===== src/rtl/keypad_pkg.sv =====
// Shared types and key-code helpers for the 4x4 keypad matrix emulator.
package keypad_pkg;

  typedef enum logic [1:0] {
    IDLE  = 2'b00,
    PRESS = 2'b01,
    GAP   = 2'b10
  } state_t;

  localparam int ROW_MSB = 7;
  localparam int ROW_LSB = 4;
  localparam int COL_MSB = 3;
  localparam int COL_LSB = 0;

  localparam logic [7:0] KEY_NONE = 8'h00;

  // A usable code selects exactly one row and exactly one column.
  function automatic logic keypad_code_valid(input logic [7:0] code);
    return $onehot(code[ROW_MSB:ROW_LSB]) && $onehot(code[COL_MSB:COL_LSB]);
  endfunction

endpackage


===== src/rtl/keypad_col_resp.sv =====
// Registered column response: drives a column low when the scanner strobes the row of the held key.
module keypad_col_resp
  import keypad_pkg::*;
(
  input  logic       clk,
  input  logic       rst,
  input  logic [3:0] row,
  input  logic [7:0] code,
  input  logic       pressed,
  output logic [3:0] col
);

  logic       row_hit;
  logic [3:0] hit;

  // Code bit [7-r] names row r and bit [3-c] names column c; any strobed row of the key counts.
  always_comb begin
    row_hit = 1'b0;
    hit     = 4'b0000;
    for (int r = 0; r < 4; r++) begin
      row_hit = row_hit | (~row[r] & code[ROW_MSB - r]);
    end
    for (int c = 0; c < 4; c++) begin
      hit[c] = pressed & row_hit & code[COL_MSB - c];
    end
  end

  // Active-low column register.
  always_ff @(posedge clk or posedge rst) begin
    if (rst) begin
      col <= 4'b1111;
    end else begin
      col <= ~hit;
    end
  end

endmodule


===== src/rtl/keypad_matrix_emulator.sv =====
// Keypad responder: accepts key requests, holds each pressed then released, answers row strobes.
// Optional contact bounce at press start is enabled with `define KEYPAD_EMU_BOUNCE_EN.
module keypad_matrix_emulator
  import keypad_pkg::*;
#(
  parameter int HOLD_CYCLES   = 200,
  parameter int GAP_CYCLES    = 100,
  parameter int BOUNCE_CYCLES = 32,
  parameter int BOUNCE_PERIOD = 4
) (
  input  logic       clk,
  input  logic       rst,
  input  logic       key_valid,
  output logic       key_ready,
  input  logic [7:0] key_code,
  input  logic [3:0] row,
  output logic [3:0] col,
  output logic       busy,
  output logic       pressed,
  output logic       done,
  output logic       err
);

  localparam int HG_MAX  = (HOLD_CYCLES > GAP_CYCLES) ? HOLD_CYCLES : GAP_CYCLES;
  localparam int CNT_MAX = (HG_MAX > BOUNCE_CYCLES) ? HG_MAX : BOUNCE_CYCLES;
  localparam int CNT_W   = $clog2(CNT_MAX + 1);
  localparam logic [CNT_W-1:0] CNT_ZERO  = {CNT_W{1'b0}};
  localparam logic [CNT_W-1:0] CNT_ONE   = CNT_W'(1);
  localparam logic [CNT_W-1:0] HOLD_LOAD = CNT_W'(HOLD_CYCLES - 1);
  localparam logic [CNT_W-1:0] GAP_LOAD  = CNT_W'(GAP_CYCLES - 1);

  if (HOLD_CYCLES < 1 || GAP_CYCLES < 1 || BOUNCE_PERIOD < 1) begin : g_param_check
    $error("keypad_matrix_emulator: cycle parameters must be >= 1");
  end

  state_t           state;
  logic [CNT_W-1:0] cnt;
  logic [7:0]       code;
  logic             next_contact;

`ifdef KEYPAD_EMU_BOUNCE_EN
  localparam int PH_W = (BOUNCE_PERIOD > 1) ? $clog2(BOUNCE_PERIOD) : 1;
  logic [CNT_W-1:0] el;
  logic [CNT_W-1:0] el_next;
  logic [PH_W-1:0]  phase;
  logic [PH_W-1:0]  phase_next;

  // el is the current press cycle index (saturating at the window end); phase times each toggle.
  always_comb begin
    next_contact = 1'b1;
    el_next      = el;
    phase_next   = phase;
    if (int'(el) + 1 >= BOUNCE_CYCLES) begin
      next_contact = 1'b1;
    end else begin
      el_next = el + CNT_ONE;
      if (int'(phase) == BOUNCE_PERIOD - 1) begin
        next_contact = ~pressed;
        phase_next   = {PH_W{1'b0}};
      end else begin
        next_contact = pressed;
        phase_next   = phase + PH_W'(1);
      end
    end
  end
`else
  assign next_contact = 1'b1;
`endif

  // Request handshake and press/gap sequencing with registered status outputs.
  always_ff @(posedge clk or posedge rst) begin
    if (rst) begin
      state     <= IDLE;
      cnt       <= CNT_ZERO;
      code      <= KEY_NONE;
      key_ready <= 1'b1;
      busy      <= 1'b0;
      pressed   <= 1'b0;
      done      <= 1'b0;
      err       <= 1'b0;
`ifdef KEYPAD_EMU_BOUNCE_EN
      el        <= CNT_ZERO;
      phase     <= {PH_W{1'b0}};
`endif
    end else begin
      done <= 1'b0;
      err  <= 1'b0;
      case (state)
        IDLE: begin
          if (key_valid && keypad_code_valid(key_code)) begin
            code      <= key_code;
            cnt       <= HOLD_LOAD;
            state     <= PRESS;
            key_ready <= 1'b0;
            busy      <= 1'b1;
            pressed   <= 1'b1;
`ifdef KEYPAD_EMU_BOUNCE_EN
            el        <= CNT_ZERO;
            phase     <= {PH_W{1'b0}};
`endif
          end else if (key_valid) begin
            err <= 1'b1;
          end else begin
            err <= 1'b0;
          end
        end
        PRESS: begin
          if (cnt == CNT_ZERO) begin
            cnt     <= GAP_LOAD;
            state   <= GAP;
            pressed <= 1'b0;
            done    <= (GAP_CYCLES == 1);
          end else begin
            cnt     <= cnt - CNT_ONE;
            pressed <= next_contact;
`ifdef KEYPAD_EMU_BOUNCE_EN
            el      <= el_next;
            phase   <= phase_next;
`endif
          end
        end
        GAP: begin
          // done is raised for the final gap cycle so key_ready follows it.
          if (cnt == CNT_ZERO) begin
            state     <= IDLE;
            key_ready <= 1'b1;
            busy      <= 1'b0;
          end else begin
            cnt  <= cnt - CNT_ONE;
            done <= (cnt == CNT_ONE);
          end
        end
        default: begin
          state     <= IDLE;
          cnt       <= CNT_ZERO;
          key_ready <= 1'b1;
          busy      <= 1'b0;
          pressed   <= 1'b0;
        end
      endcase
    end
  end

  keypad_col_resp u_col_resp (
    .clk     (clk),
    .rst     (rst),
    .row     (row),
    .code    (code),
    .pressed (pressed),
    .col     (col)
  );

endmodule


===== config.mk =====
export PLATFORM = sky130hd
export DESIGN_NAME = keypad_matrix_emulator
export DESIGN_NICKNAME = d
export VERILOG_FILES = /design/src/rtl/keypad_pkg.sv /design/src/rtl/keypad_col_resp.sv /design/src/rtl/keypad_matrix_emulator.sv
export SDC_FILE = /design/constraint.sdc
export NUM_CORES = 1
export LEC_CHECK = 0
export ABC_AREA = 1
export CORE_ASPECT_RATIO = 1.4
export CORE_MARGIN = 5
export CORE_UTILIZATION = 45
export CTS_CLUSTER_DIAMETER = 40
export DETAILED_ROUTE_END_ITERATION = 8
export PLACE_DENSITY = 0.67
export SYNTH_ARGS = -nofsm -noshare
export SYNTH_HDL_FRONTEND = slang
export SYNTH_SLANG_ARGS = --single-unit

===== constraint.sdc =====
create_clock -name clk -period 1.6 [get_ports clk]
set_input_delay 0.24 -clock clk [delete_from_list [all_inputs] [get_ports clk]]
set_output_delay 0.24 -clock clk [all_outputs]
set_load 0.005 [all_outputs]

==> impl_metrics.toml <==
[final_layout]
multi_input_area_um2 = 876
fin_nets = 254
syn_to_final_growth_pct = 47.0
final_common_cell = "nand2_1"
seqCellArea_um2 = 682
fin_util_pct = 66.9
drive_gt1_share_pct = 38.0
fill_cells = 282
most-common-layout-cells = "46 x nand2_1, 22 x inv_1, 22 x dfrtp_1"
diodes = 0

[sta]
fin_skew_ns = 0.00148
finalHoldViolCount = 0
relSlewSlack_pct = 77.4
fin_crit_ns = 1.91
timing.final.setup_violations = 21
tightest_slew_ns = 0.339
max_freq_ghz = 0.522
setup_tns_ns = -5.67
finalWorstSetupSlack_ns = -0.314
final.period_utilization_pct = 120
rsz0062_at_grt = "true"
slew_violations = 0

[placement]
portBuffers = 23
place_congestion = 0.885
dp_hpwl_um = 2480

[global_route]
antenna_found_initial = 0
grt_pass1_vias = 1473
grt_pass1_wl_um = 5970
grt_overflow = 0
groute.usage.overall_pct = 16.4
grt_max_degree = 28

[drt]
wl_per_cell_um = 12.5
wl_um = 3360
routed_via_density = 4.91
via_count = 1321
ant_nets = 0
drt-initial-drc-count = 69
drc = 0
dr.pass1.iters = 4

[floorplan]
rows = 25
core_area_um2 = 3320
dieArea_um2 = 4630
ios = 24
fp.dieH_um = 78.5
start_util_pct = 45.5
die_w_um = 59.0

[clocking]
cts.hold.buffers_added = 0
clkLatencyLatePin_ns = 0.27
cts-root-buf = "clkbuf_8"
ctsLongestPathBuffers = 2
cts_buffers = 3
clock-sinks = 27
h-tree-depth = 1
cts_tree = "done"
clkTransAtPathRegs_ns = 0.09

[worst_setup_path]
rr_worst_depth = 7
critPathRequiredTime_ns = 1.81
reg2reg_to = "busy"
critical_path_class = "in2reg"
slowest_delay_ns = 0.52
cpMaxStageDelayCell = "fa_1"
cp_max_fo = 7
cp_data_arrival_time_ns = 2.13
startpoint = "key_code[1]"
crit_chain = "buf_6 -> inv_4 -> fa_1 -> inv_1 -> ha_2 -> ha_4 -> nor2_4 -> nand3_4 -> buf_6 -> nor2_4 -> buf_8 -> nor2_4 -> nor2_1"
crit_path_start_kind = "primary input"
regToRegSetupSlack_ns = -0.01
crit_path_end_kind = "flip-flop"
r2r-start = "cnt[0]"
crit_top_cell = "nor2_4"

[power]
p_leak_nw = 1.10
total_power_mw = 1.27
powerDensity_nw_per_um2 = 573
irDropWorstVdd_v = 0.000528

[synthesis]
synth_area_um2 = 1510
ys_seq_area_share_pct = 45.2
syn_nets = 205
syn_area_per_cell_um2 = 8.34
synth_seq_cells = 27
yosysWarnings = 0
postSynthCellCount = 181
synth_cell_type_count = 26

[hold_path]
hp-class = "in2reg"
hold_path.startpoint = "key_code[0]"
min_to = "code[0]"
hold_depth = 3

[job]
max_cap_violations = 0

[status]
status = "finished, violations left"
violations = "setup timing"
## registers in the layout (all words and copies together) (netlist names)
signal and flops:
pressed 1, key_ready 1, err 1, cnt 8, done 1, u_col_resp.col 4
code 8, busy 1, state 2
## layout make-up
class,count,area share [%]
Timing Repair Buffer,44,18.9
Tap cell,40,2.25
Clock buffer,3,1.86
Multi-Input combinational cell,120,39.5
Inverter,34,6.43
Sequential cell,27,30.7
Clock inverter,1,0.338
## synth_stat cells
library cell / n / share of area [%]
a21oi_1: 6 / 2.0
and2_1: 1 / 0.41
buf_4: 1 / 0.50
dfrtp_1: 22 / 36
dfstp_2: 5 / 8.7
fa_1: 2 / 2.7
ha_1: 7 / 5.8
inv_1: 31 / 7.7
inv_2: 3 / 0.75
nand2_1: 48 / 12
nand2_2: 1 / 0.41
nand3_1: 7 / 2.3
nand3_2: 1 / 0.66
nand4_4: 1 / 1.4
nor2_1: 21 / 5.2
nor2_2: 3 / 1.2
nor2_4: 3 / 2.2
nor3_1: 1 / 0.33
o2111ai_1: 2 / 1.2
o21a_1: 1 / 0.50
o21ai_0: 5 / 1.7
o21ai_1: 1 / 0.33
o21ai_2: 1 / 0.58
o21ai_4: 2 / 2.2
xnor2_1: 1 / 0.58
xor2_1: 4 / 2.3
## metal layers
metal	vias up	part of all wire [%]	global-route usage [%]	wire length, um
li1	653	-	-	-
met2	27	59	31.5	2000
met1	630	36	16.7	1200
met5	-	0	0	0
met4	0	2.3	7.03	77
met3	11	2.4	2.47	81
## power by group
| part | switching, mW | internal [mW] | leakage, nW | total, mW |
|---|---|---|---|---|
| logic | 0.0866 | 0.105 | 0.753 | 0.192 |
| clock network | 0.220 | 0.177 | 0.0217 | 0.397 |
| registers | 0 | 0.683 | 0.329 | 0.683 |
| total | 0.307 | 0.964 | 1.10 | 1.27 |
## how the worst max path moves through the flow
| stage | cells past startpoint | to |
|---|---|---|
| after global routing | 13 | code[4] |
| after detailed placement | 13 | cnt[6] |
| after global placement | 12 | busy |
| after floorplan | 11 | pressed |
| final | 13 | code[6] |
| after CTS | 13 | cnt[6] |
## kinds of logic after synthesis
logic type               Yosys count  share of synthesized area (%)
flip-flops                        27                           45.2
adder cells (fa/ha/maj)            9                           8.45
buffers and inverters             35                           8.95
AND/OR/NAND/NOR                   87                           26.2
AO/OA/AOI/OAI                     18                           8.37
XOR/XNOR                           5                           2.90
## stage by stage
step	area (um^2)	hold slack (ns)	setup slack, ns	cells
global placement	1950	0.386	-1.08	256
floorplan	1570	0.289	-0.438	181
CTS	2100	0.181	-0.347	267
finish	2220	0.182	-0.314	269
global route	2220	0.174	-0.394	269
detailed placement	1950	0.389	-1.14	256
## critical path: cells and delay by family
kind          cells  cell delay [ns]
buf+inv           5             0.46
fa+ha+maj         3             0.92
simple gates      5             0.49
## what timing repair did
| item | 4_1_cts | 5_1_grt |
|---|---|---|
| pin swaps | 15 | 16 |
| gates cloned | 1 | 0 |
| gates resized for setup | 49 | 24 |
| setup endpoints to repair | 21 | 22 |
| buffers inserted | 6 | 3 |
Note: power is estimated with default switching activity, not from simulation.
